[config.mk]
export PLATFORM = sky130hd
export DESIGN_NAME = mem_port_arbiter
export DESIGN_NICKNAME = d
export VERILOG_FILES = /design/src/rtl/mem_arb_pkg.sv /design/src/rtl/mem_arb_id_fifo.sv /design/src/rtl/mem_port_arbiter.sv
export SDC_FILE = /design/constraint.sdc
export NUM_CORES = 1
export LEC_CHECK = 0
export ABC_AREA = 1
export CORE_AREA = 2 2 108 110
export CTS_CLUSTER_SIZE = 25
export DETAILED_ROUTE_END_ITERATION = 16
export DIE_AREA = 0 0 110 112
export HOLD_SLACK_MARGIN = 0.02
export SYNTH_ARGS = -nofsm -noshare
export SYNTH_HDL_FRONTEND = slang
export SYNTH_SLANG_ARGS = --single-unit
[constraint.sdc]
create_clock -name clk -period 2.3 [get_ports clk]
set_input_delay 0.46 -clock clk [delete_from_list [all_inputs] [get_ports clk]]
set_output_delay 0.46 -clock clk [all_outputs]
set_load 0.01 [all_outputs]
[src/rtl/mem_arb_pkg.sv]
// Shared types for the memory port arbiter: requester IDs, ID FIFO entries
// and the lock register encoding.
package mem_arb_pkg;

  localparam int MAX_OUTSTANDING_DEF = 2;

  typedef enum logic {
    REQ_IF   = 1'b0,
    REQ_DATA = 1'b1
  } req_id_t;

  typedef struct packed {
    req_id_t id;
    logic    we;
  } fifo_entry_t;

  typedef enum logic [1:0] {
    LK_FREE = 2'd0,
    LK_IF   = 2'd1,
    LK_DATA = 2'd2
  } lock_state_t;

endpackage

[src/rtl/mem_arb_id_fifo.sv]
// In-order ID FIFO recording which requester owns each in-flight memory
// request; push and pop may occur in the same cycle, including when full.
module mem_arb_id_fifo
  import mem_arb_pkg::*;
#(
  parameter  int DEPTH = MAX_OUTSTANDING_DEF,
  localparam int CNT_W = $clog2(DEPTH + 1)
) (
  input  logic             clk,
  input  logic             rst,
  input  logic             push,
  input  fifo_entry_t      push_entry,
  input  logic             pop,
  output fifo_entry_t      head,
  output logic             full,
  output logic             empty,
  output logic [CNT_W-1:0] count
);

  localparam int PTR_W = (DEPTH > 1) ? $clog2(DEPTH) : 1;

  fifo_entry_t      store [DEPTH];
  logic [PTR_W-1:0] wr_ptr;
  logic [PTR_W-1:0] rd_ptr;
  logic             do_push;
  logic             do_pop;

  function automatic logic [PTR_W-1:0] bump(input logic [PTR_W-1:0] p);
    return (p == PTR_W'(DEPTH - 1)) ? '0 : p + PTR_W'(1);
  endfunction

  assign full    = (count == CNT_W'(DEPTH));
  assign empty   = (count == '0);
  assign do_pop  = pop && !empty;
  // A full FIFO can still take a push when the head leaves in the same cycle.
  assign do_push = push && (!full || do_pop);
  assign head    = store[rd_ptr];

  always_ff @(posedge clk) begin
    if (do_push) store[wr_ptr] <= push_entry;
  end

  always_ff @(posedge clk or posedge rst) begin
    if (rst) begin
      wr_ptr <= '0;
      rd_ptr <= '0;
      count  <= '0;
    end else begin
      if (do_push) wr_ptr <= bump(wr_ptr);
      if (do_pop)  rd_ptr <= bump(rd_ptr);
      case ({do_push, do_pop})
        2'b10:   count <= count + CNT_W'(1);
        2'b01:   count <= count - CNT_W'(1);
        default: ;
      endcase
    end
  end

endmodule

[src/rtl/mem_port_arbiter.sv]
// Shares one memory port between fetch and load/store requesters and routes
// in-order responses back. Define MEM_ARB_RR_EN for round-robin arbitration.
//
// lock state | meaning
// LK_FREE    | no stalled request; arbitrate normally
// LK_IF      | fetch was presented but stalled; port reserved for fetch
// LK_DATA    | data was presented but stalled; port reserved for data
module mem_port_arbiter
  import mem_arb_pkg::*;
#(
  parameter  int ADDR_W          = 32,
  parameter  int DATA_W          = 32,
  parameter  int MAX_OUTSTANDING = MAX_OUTSTANDING_DEF,
  localparam int BE_W            = DATA_W / 8,
  localparam int CNT_W           = $clog2(MAX_OUTSTANDING + 1)
) (
  input  logic              clk,
  input  logic              rst,
  input  logic              if_req_valid,
  output logic              if_req_ready,
  input  logic [ADDR_W-1:0] if_req_addr,
  output logic              if_rsp_valid,
  output logic [DATA_W-1:0] if_rsp_data,
  input  logic              d_req_valid,
  output logic              d_req_ready,
  input  logic [ADDR_W-1:0] d_req_addr,
  input  logic              d_req_we,
  input  logic [BE_W-1:0]   d_req_be,
  input  logic [DATA_W-1:0] d_req_wdata,
  output logic              d_rsp_valid,
  output logic [DATA_W-1:0] d_rsp_data,
  output logic              mem_req_valid,
  input  logic              mem_req_ready,
  output logic [ADDR_W-1:0] mem_req_addr,
  output logic              mem_req_we,
  output logic [BE_W-1:0]   mem_req_be,
  output logic [DATA_W-1:0] mem_req_wdata,
  input  logic              mem_rsp_valid,
  input  logic [DATA_W-1:0] mem_rsp_data,
  output logic [CNT_W-1:0]  outstanding,
  output logic              proto_err
);

  lock_state_t lock_state;
  lock_state_t lock_next;
  fifo_entry_t head;
  fifo_entry_t push_entry;
  logic        fifo_full;
  logic        fifo_empty;
  logic        pop;
  logic        accept;
  logic        both_valid;
  logic        win_valid;
  req_id_t     win_id;
  req_id_t     pref_id;

  assign both_valid = if_req_valid && d_req_valid;

`ifdef MEM_ARB_RR_EN
  logic rr_ptr;  // 1: fetch wins the next collision

  always_ff @(posedge clk or posedge rst) begin
    if (rst)                      rr_ptr <= 1'b0;
    else if (accept && both_valid) rr_ptr <= (win_id == REQ_DATA);
  end

  assign pref_id = rr_ptr ? REQ_IF : REQ_DATA;
`else
  assign pref_id = REQ_DATA;
`endif

  always_comb begin
    win_valid = 1'b0;
    win_id    = REQ_DATA;
    lock_next = LK_FREE;
    // No bypass: a response popping this cycle does not free a slot yet.
    if (!rst && !fifo_full) begin
      unique case (lock_state)
        LK_IF: begin
          win_id    = REQ_IF;
          win_valid = if_req_valid;
        end
        LK_DATA: begin
          win_id    = REQ_DATA;
          win_valid = d_req_valid;
        end
        default: begin
          if (both_valid)  win_id = pref_id;
          else             win_id = d_req_valid ? REQ_DATA : REQ_IF;
          win_valid = if_req_valid || d_req_valid;
        end
      endcase
    end
    if (win_valid && !mem_req_ready)
      lock_next = (win_id == REQ_DATA) ? LK_DATA : LK_IF;
  end

  always_ff @(posedge clk or posedge rst) begin
    if (rst) lock_state <= LK_FREE;
    else     lock_state <= lock_next;
  end

  assign accept        = win_valid && mem_req_ready;
  assign mem_req_valid = win_valid;
  assign if_req_ready  = accept && (win_id == REQ_IF);
  assign d_req_ready   = accept && (win_id == REQ_DATA);

  always_comb begin
    mem_req_addr  = '0;
    mem_req_we    = 1'b0;
    mem_req_be    = '0;
    mem_req_wdata = '0;
    if (win_valid) begin
      if (win_id == REQ_DATA) begin
        mem_req_addr  = d_req_addr;
        mem_req_we    = d_req_we;
        mem_req_be    = d_req_be;
        mem_req_wdata = d_req_wdata;
      end else begin
        mem_req_addr  = if_req_addr;
        mem_req_be    = '1;
      end
    end
  end

  assign push_entry = '{id: win_id, we: (win_id == REQ_DATA) && d_req_we};
  assign pop        = mem_rsp_valid && !rst && !fifo_empty;

  mem_arb_id_fifo #(
    .DEPTH(MAX_OUTSTANDING)
  ) u_id_fifo (
    .clk       (clk),
    .rst       (rst),
    .push      (accept),
    .push_entry(push_entry),
    .pop       (pop),
    .head      (head),
    .full      (fifo_full),
    .empty     (fifo_empty),
    .count     (outstanding)
  );

  assign if_rsp_valid = pop && (head.id == REQ_IF);
  assign d_rsp_valid  = pop && (head.id == REQ_DATA);
  assign if_rsp_data  = if_rsp_valid ? mem_rsp_data : '0;
  // Store acks carry no data.
  assign d_rsp_data   = (d_rsp_valid && !head.we) ? mem_rsp_data : '0;

  always_ff @(posedge clk or posedge rst) begin
    if (rst)                              proto_err <= 1'b0;
    else if (mem_rsp_valid && fifo_empty) proto_err <= 1'b1;
  end

endmodule

# Word level (Yosys, flattened, before mapping)
# Memory sizes are Yosys's and may differ from the RTL's.
# Cells that the tools add are included.
[word_totals] elab_cells=64 mem_bits_rw=4 output_inout_bits=141 memories=1 regBits=7 inputBits=139
[classes] eq_ne=5 addsub=4 reduce_logical=24 mux=23 bitwise_logic=2
[memory_table] name="u_id_fifo.store" words=2 word_bits=2 rd=1 rd_clocked_by_memory_dff=0 write_ports=1 line_no="mem_arb_id_fifo.sv:22" rtl="fifo_entry_t store [DEPTH];"
[ops] operator="32-bit two-way mux" n=6
[ops] operator="1-bit logical AND" n=15
[ops] operator="1-bit two-way mux" n=10
[ops] operator="4-bit two-way mux" n=2
[ops] operator="2-bit == test (second input constant)" n=3
[ops] operator="1-bit logical NOT" n=5
[ops] operator="2-bit by 1-bit == test with 1-bit output (second input constant)" n=2
[ops] operator="2-bit two-way mux" n=2
[ops] operator="1-bit case mux with 2 select lines" n=2
[ops] operator="2-bit case mux with 2 select lines" n=1
[ops] operator="1-bit adder (second input constant)" n=2
[ops] operator="2-bit by 1-bit adder with 2-bit output (second input constant)" n=1
[ops] operator="2-bit logical NOT" n=1
[ops] operator="1-bit logical OR" n=2
[ops] operator="1-bit NOT" n=2
[ops] operator="2-bit nonzero test" n=1
[ops] operator="2-bit by 1-bit subtractor with 2-bit output (second input constant)" n=1

# Depth between registers and ports, before layout
[logic_depth] word_depth=8 ltp_mapped=11 depth_no_buf=11

# Cells and area by module
# Synthesis repeated with hierarchy kept, for this count alone.
[unflattened] cells_unflattened=376 hier_area_um2=1904.3
[modules_own_cells] module="mem_port_arbiter" area_each_um2=1519.0 instances=1 seq_area_each_um2=75.1 cells_each=333
[modules_own_cells] module="mem_arb_id_fifo" area_each_um2=385.4 instances=1 seq_area_each_um2=220.2 cells_each=43

# Worst setup path before layout
# No wires, ideal clock.
[synth_timing] path_kind="register to output" from="reg lock_state[0]" to="out mem_req_wdata[13]" stages_incl_launch_ff=10 required_ps=1840 path_buffers=2 arrival_time_ps=1515 path_slack_ps=325 path_cell_list="dfrtp_1 -> inv_1 -> ha_1 -> nand2_1 -> nand2_2 -> nand2_2 -> buf_4 -> buf_6 -> nand2_1 -> nor2_1"
[synth_between] elab_chain_len=5 elab_cells_between_ends=8 classes_between="2 x eq/ne; 6 x mux"
[synth_lines] item="start, declared" line_no="mem_port_arbiter.sv:44" rtl="lock_state_t lock_state;"
[synth_lines] item="start signal, assigned" line_no="mem_port_arbiter.sv:100" rtl="else lock_state <= lock_next;"
[synth_lines] item="2-bit == test or 2-bit by 1-bit == test with 1-bit output (tied branches)" line_no="mem_port_arbiter.sv:78" rtl="unique case (lock_state)"
[synth_lines] item="1-bit case mux with 2 select lines" line_no="mem_port_arbiter.sv:78"
[synth_lines] item="1-bit two-way mux" line_no="mem_port_arbiter.sv:77" rtl="if (!rst && !fifo_full) begin"
[synth_lines] item="32-bit two-way mux" line_no="mem_port_arbiter.sv:114" rtl="if (win_id == REQ_DATA) begin"
[synth_lines] item="32-bit two-way mux (*)" line_no="mem_port_arbiter.sv:113" rtl="if (win_valid) begin"
[synth_lines] item="end, declared" line_no="mem_port_arbiter.sv:37" rtl="output logic [DATA_W-1:0] mem_req_wdata,"
# Every way passes the cells marked *; elsewhere a longest branch is shown, timed or not.

# Worst setup path in the final report
[layout_timing] from="reg lock_state[1]" to="out mem_req_addr[6]"
[layout_between] elab_chain_len=5 elab_cells_between_ends=8 classes_between="2 x eq/ne; 6 x mux"
[layout_lines] item="2-bit == test or 2-bit by 1-bit == test with 1-bit output (tied branches)" line_no="mem_port_arbiter.sv:78"
[layout_lines] item="1-bit case mux with 2 select lines" line_no="mem_port_arbiter.sv:78"
[layout_lines] item="1-bit two-way mux" line_no="mem_port_arbiter.sv:77"
[layout_lines] item="32-bit two-way mux" line_no="mem_port_arbiter.sv:114"
[layout_lines] item="32-bit two-way mux (*)" line_no="mem_port_arbiter.sv:113"
[layout_lines] item="end, declared" line_no="mem_port_arbiter.sv:34" rtl="output logic [ADDR_W-1:0] mem_req_addr,"
# Marks and branches as above.

==> impl_metrics.ini <==
[synthesis]
synth_area_leader_cell = nor2_1
synth_flop_cell = dfrtp_1
ys_ff_latch = 11
seq_area_frac_synth_pct = 14.6
avgSynthCellArea_um2 = 5.18
synthTopCellsByCount = nor2_1 (174), inv_1 (48), nand2_1 (43)
synth.distinct_cells = 24
synth_area_um2 = 2030
synthCells = 391
yosysTopAreaCellShare_pct = 32.2
yosysMostFrequentCell = nor2_1
synth_nets = 533
synth_edf_count = 4
postSynth.asyncResetShare_pct = 63.6
ys_warn_count = 0
ys_top_cells_by_area = nor2_1 (32%), nand3b_1 (12%), inv_1 (8.9%)

[power]
p_leak_nw = 2.86
powerDensity_nw_per_um2 = 584
p_clk_share_pct = 9.9
sw_frac_of_total_pct = 43.7
worst_ir_drop_vdd_mv = 0.377
cellInternalPower_mw = 1.77
switching_power_mw = 1.37
combinationalPowerShare_pct = 81.1
seqPwrFrac_pct = 9.0

[die]
fp.dieW_um = 110
coreArea_um2 = 11200
die_h_um = 112
ioPinCount = 280
start_util_pct = 18.1
dieArea_um2 = 12300
rows = 39

[clock_tree]
cts_hold_buf = 0
cts_root_buf = clkbuf_16
cts_htree_levels = 1
cts_made_buffers = 3
tritoncts = built
worstSkewPairLatency_ns = 0.23
clk_pin_slew_ns = 0.04
cts_buffer_depth = 2
cts_num_sinks = 11

[grt]
grt_pass1_wl_um = 17400
antenna_found_initial = 0
grt_util_all_layers_pct = 17.8
grt_max_degree = 33
overflow = 0
grt_pass1_vias = 3493

[route]
wl_um = 12400
first_iter_violations = 82
final_antenna_net_count = 0
vias = 3606
routed_via_density = 4.29
drc_errors = 0
dr.pass1.iters = 5
avgRoutedWirePerCell_um = 14.7

[setup_path]
cp-end-kind = output pin
critical-path-max-stage-delay_ns = 0.40
cpLargestDelayFamily = buffers and inverters
worstSetupStartpointType = flip-flop
cp_data_arrival_time_ns = 1.86
crit_required_ns = 1.84
path_class = reg -> out
cpMostUsedCell = nand2_4
critPathMaxFanout = 6
worstPathCellList = ha_4, inv_4, nand2_4, nand2_4, nand2_8, buf_6, clkbuf_16, nor2_2, nor2_1, buf_2
cpMaxStageDelayCell = dfrtp_1
critPathBufInv = 4

[sta]
period_needed_ns = 2.32
setup_viol_count_final = 5
layout_worst_path_cycle_share_pct = 101
report.final.hold_viol_count = 0
worst_slew_pin_slew_ns = 0.164
finalWorstSetupSlack_ns = -0.0170
relSlewSlack_pct = 88.7
maxSlewViolCount = 0
rsz0062_at_grt = yes
fmax_mhz = 432
fin_worst_skew_ns = 0.00210

[final_layout]
nNetsFinal = 840
utilization_pct = 48.1
finalInstanceArea_um2 = 5370
drive_gt1_share_pct = 33.4
area_delta_synth_final_pct = 165
n_antenna_cell = 0

[placement]
io_buffers = 279
hpwl_um = 8650
gp_congestion = 0.821
placed_cell_area_um2 = 5110

[flow_run]
timing.max_cap.violations = 0

[run_status]
status = finished with violations
violations = negative setup slack

[min_path]
hold_class = reg -> reg
==> power by group through the flow <==
stage	Clock (mW)	Sequential (mW)	Combinational, mW
final	0.312	0.283	2.54
after floorplan	0	0.304	0.954
after global placement	0	0.292	2.19
after global routing	0.331	0.289	2.75
after detailed placement	0	0.294	2.20
after CTS	0.317	0.292	2.33
==> metrics by stage <==
| stage | hold slack (ns) | setup TNS [ns] | setup WS (ns) | power [mW] | std cells |
|---|---|---|---|---|---|
| after floorplan | 0.279 | 0 | 0.325 | 1.26 | 391 |
| after global placement | 0.453 | -46.94 | -0.397 | 2.48 | 809 |
| after detailed placement | 0.463 | -49.56 | -0.412 | 2.49 | 809 |
| after CTS | 0.424 | -0.0575 | -0.0374 | 2.94 | 833 |
| after global routing | 0.492 | -2.01 | -0.0907 | 3.37 | 840 |
| final | 0.466 | -0.0488 | -0.0170 | 3.14 | 840 |
==> registers in the layout (all words and copies together), names as in the netlist <==
signal / flops
u_id_fifo.store: 4
u_id_fifo.rd_ptr: 1
u_id_fifo.wr_ptr: 1
proto_err: 1
lock_state: 2
u_id_fifo.count: 2
==> kinds of logic after synthesis <==
kind of cell               count (synthesis)  synth area share [%]
adders and majority gates                  3                  1.85
AOI/OAI and AO/OA                          5                  1.98
and+or+nand+nor                          290                  62.8
buffers and inverters                     78                  17.0
muxes                                      1                 0.494
xor gates and xnor gates                   3                  1.30
DFF                                       11                  14.6
==> per-layer routing <==
layer	global-route usage [%]	share of wire, %
met3	3.57	7.7
met1	19.0	37
met5	0	0
met2	36.1	55
met4	1.35	0.47
==> cells in the final DEF, fill, tap and decap left out, drive strengths merged <==
| master | n |
|---|---|
| nand2 | 47 |
| a31o | 1 |
| nand3b | 32 |
| nand3 | 34 |
| nand4 | 1 |
| nor3 | 2 |
| mux2i | 1 |
| bufbuf | 2 |
| nor2 | 174 |
| buf | 121 |
| a21oi | 2 |
| ha | 3 |
| o21ai | 2 |
| clkinv | 1 |
| clkdlybuf4s15 | 4 |
| clkbuf | 46 |
| edfxtp | 4 |
| xnor2 | 1 |
| inv | 49 |
| xor2 | 2 |
| dlygate4sd2 | 20 |
| clkdlybuf4s50 | 139 |
| dfrtp | 7 |
| dlymetal6s2s | 2 |
==> worst paths after layout <==
kind                                          from  slack, ns                              to  depth (start not counted)
max                        lock_state[1]$_DFF_PP0_      -0.02                 mem_req_addr[6]                         10
min                          proto_err$_DFFE_PP0P_       0.47           proto_err$_DFFE_PP0P_                          1
max reg2reg                lock_state[1]$_DFF_PP0_       0.17  u_id_fifo.count[1]$_DFFE_PP0P_                         13
min reg2reg                  proto_err$_DFFE_PP0P_       0.47           proto_err$_DFFE_PP0P_                          1
max in group asynchronous                      rst       1.67         lock_state[1]$_DFF_PP0_                          4
min in group asynchronous                      rst       0.51    u_id_fifo.rd_ptr$_DFFE_PP0P_                          4
==> cell type report <==
class,count,area [um2]
timing repair buffer,331,2940
clock buffer,3,75.1
inverter,49,186
sequential,11,295
tap,143,179
fill,1138,5800
clock inverter,1,5.00
multi-input combinational,302,1690
==> worst reg2reg max path: cells and delay by family (launching register included) <==
family	cells	cell delay [ns]
flops	1	0.40
xor+xnor	1	0.14
simple gates	4	0.34
buf+inv	4	0.44
fa+ha+maj	2	0.53
compound gates	2	0.17
==> what timing repair did <==
action,4_1_cts,5_1_grt
setup buffers,12,8
gates cloned,8,3
setup endpoints to repair,138,129
resized for setup,384,159
pin swaps,6,36
Note: power is estimated with default switching activity, not from simulation.
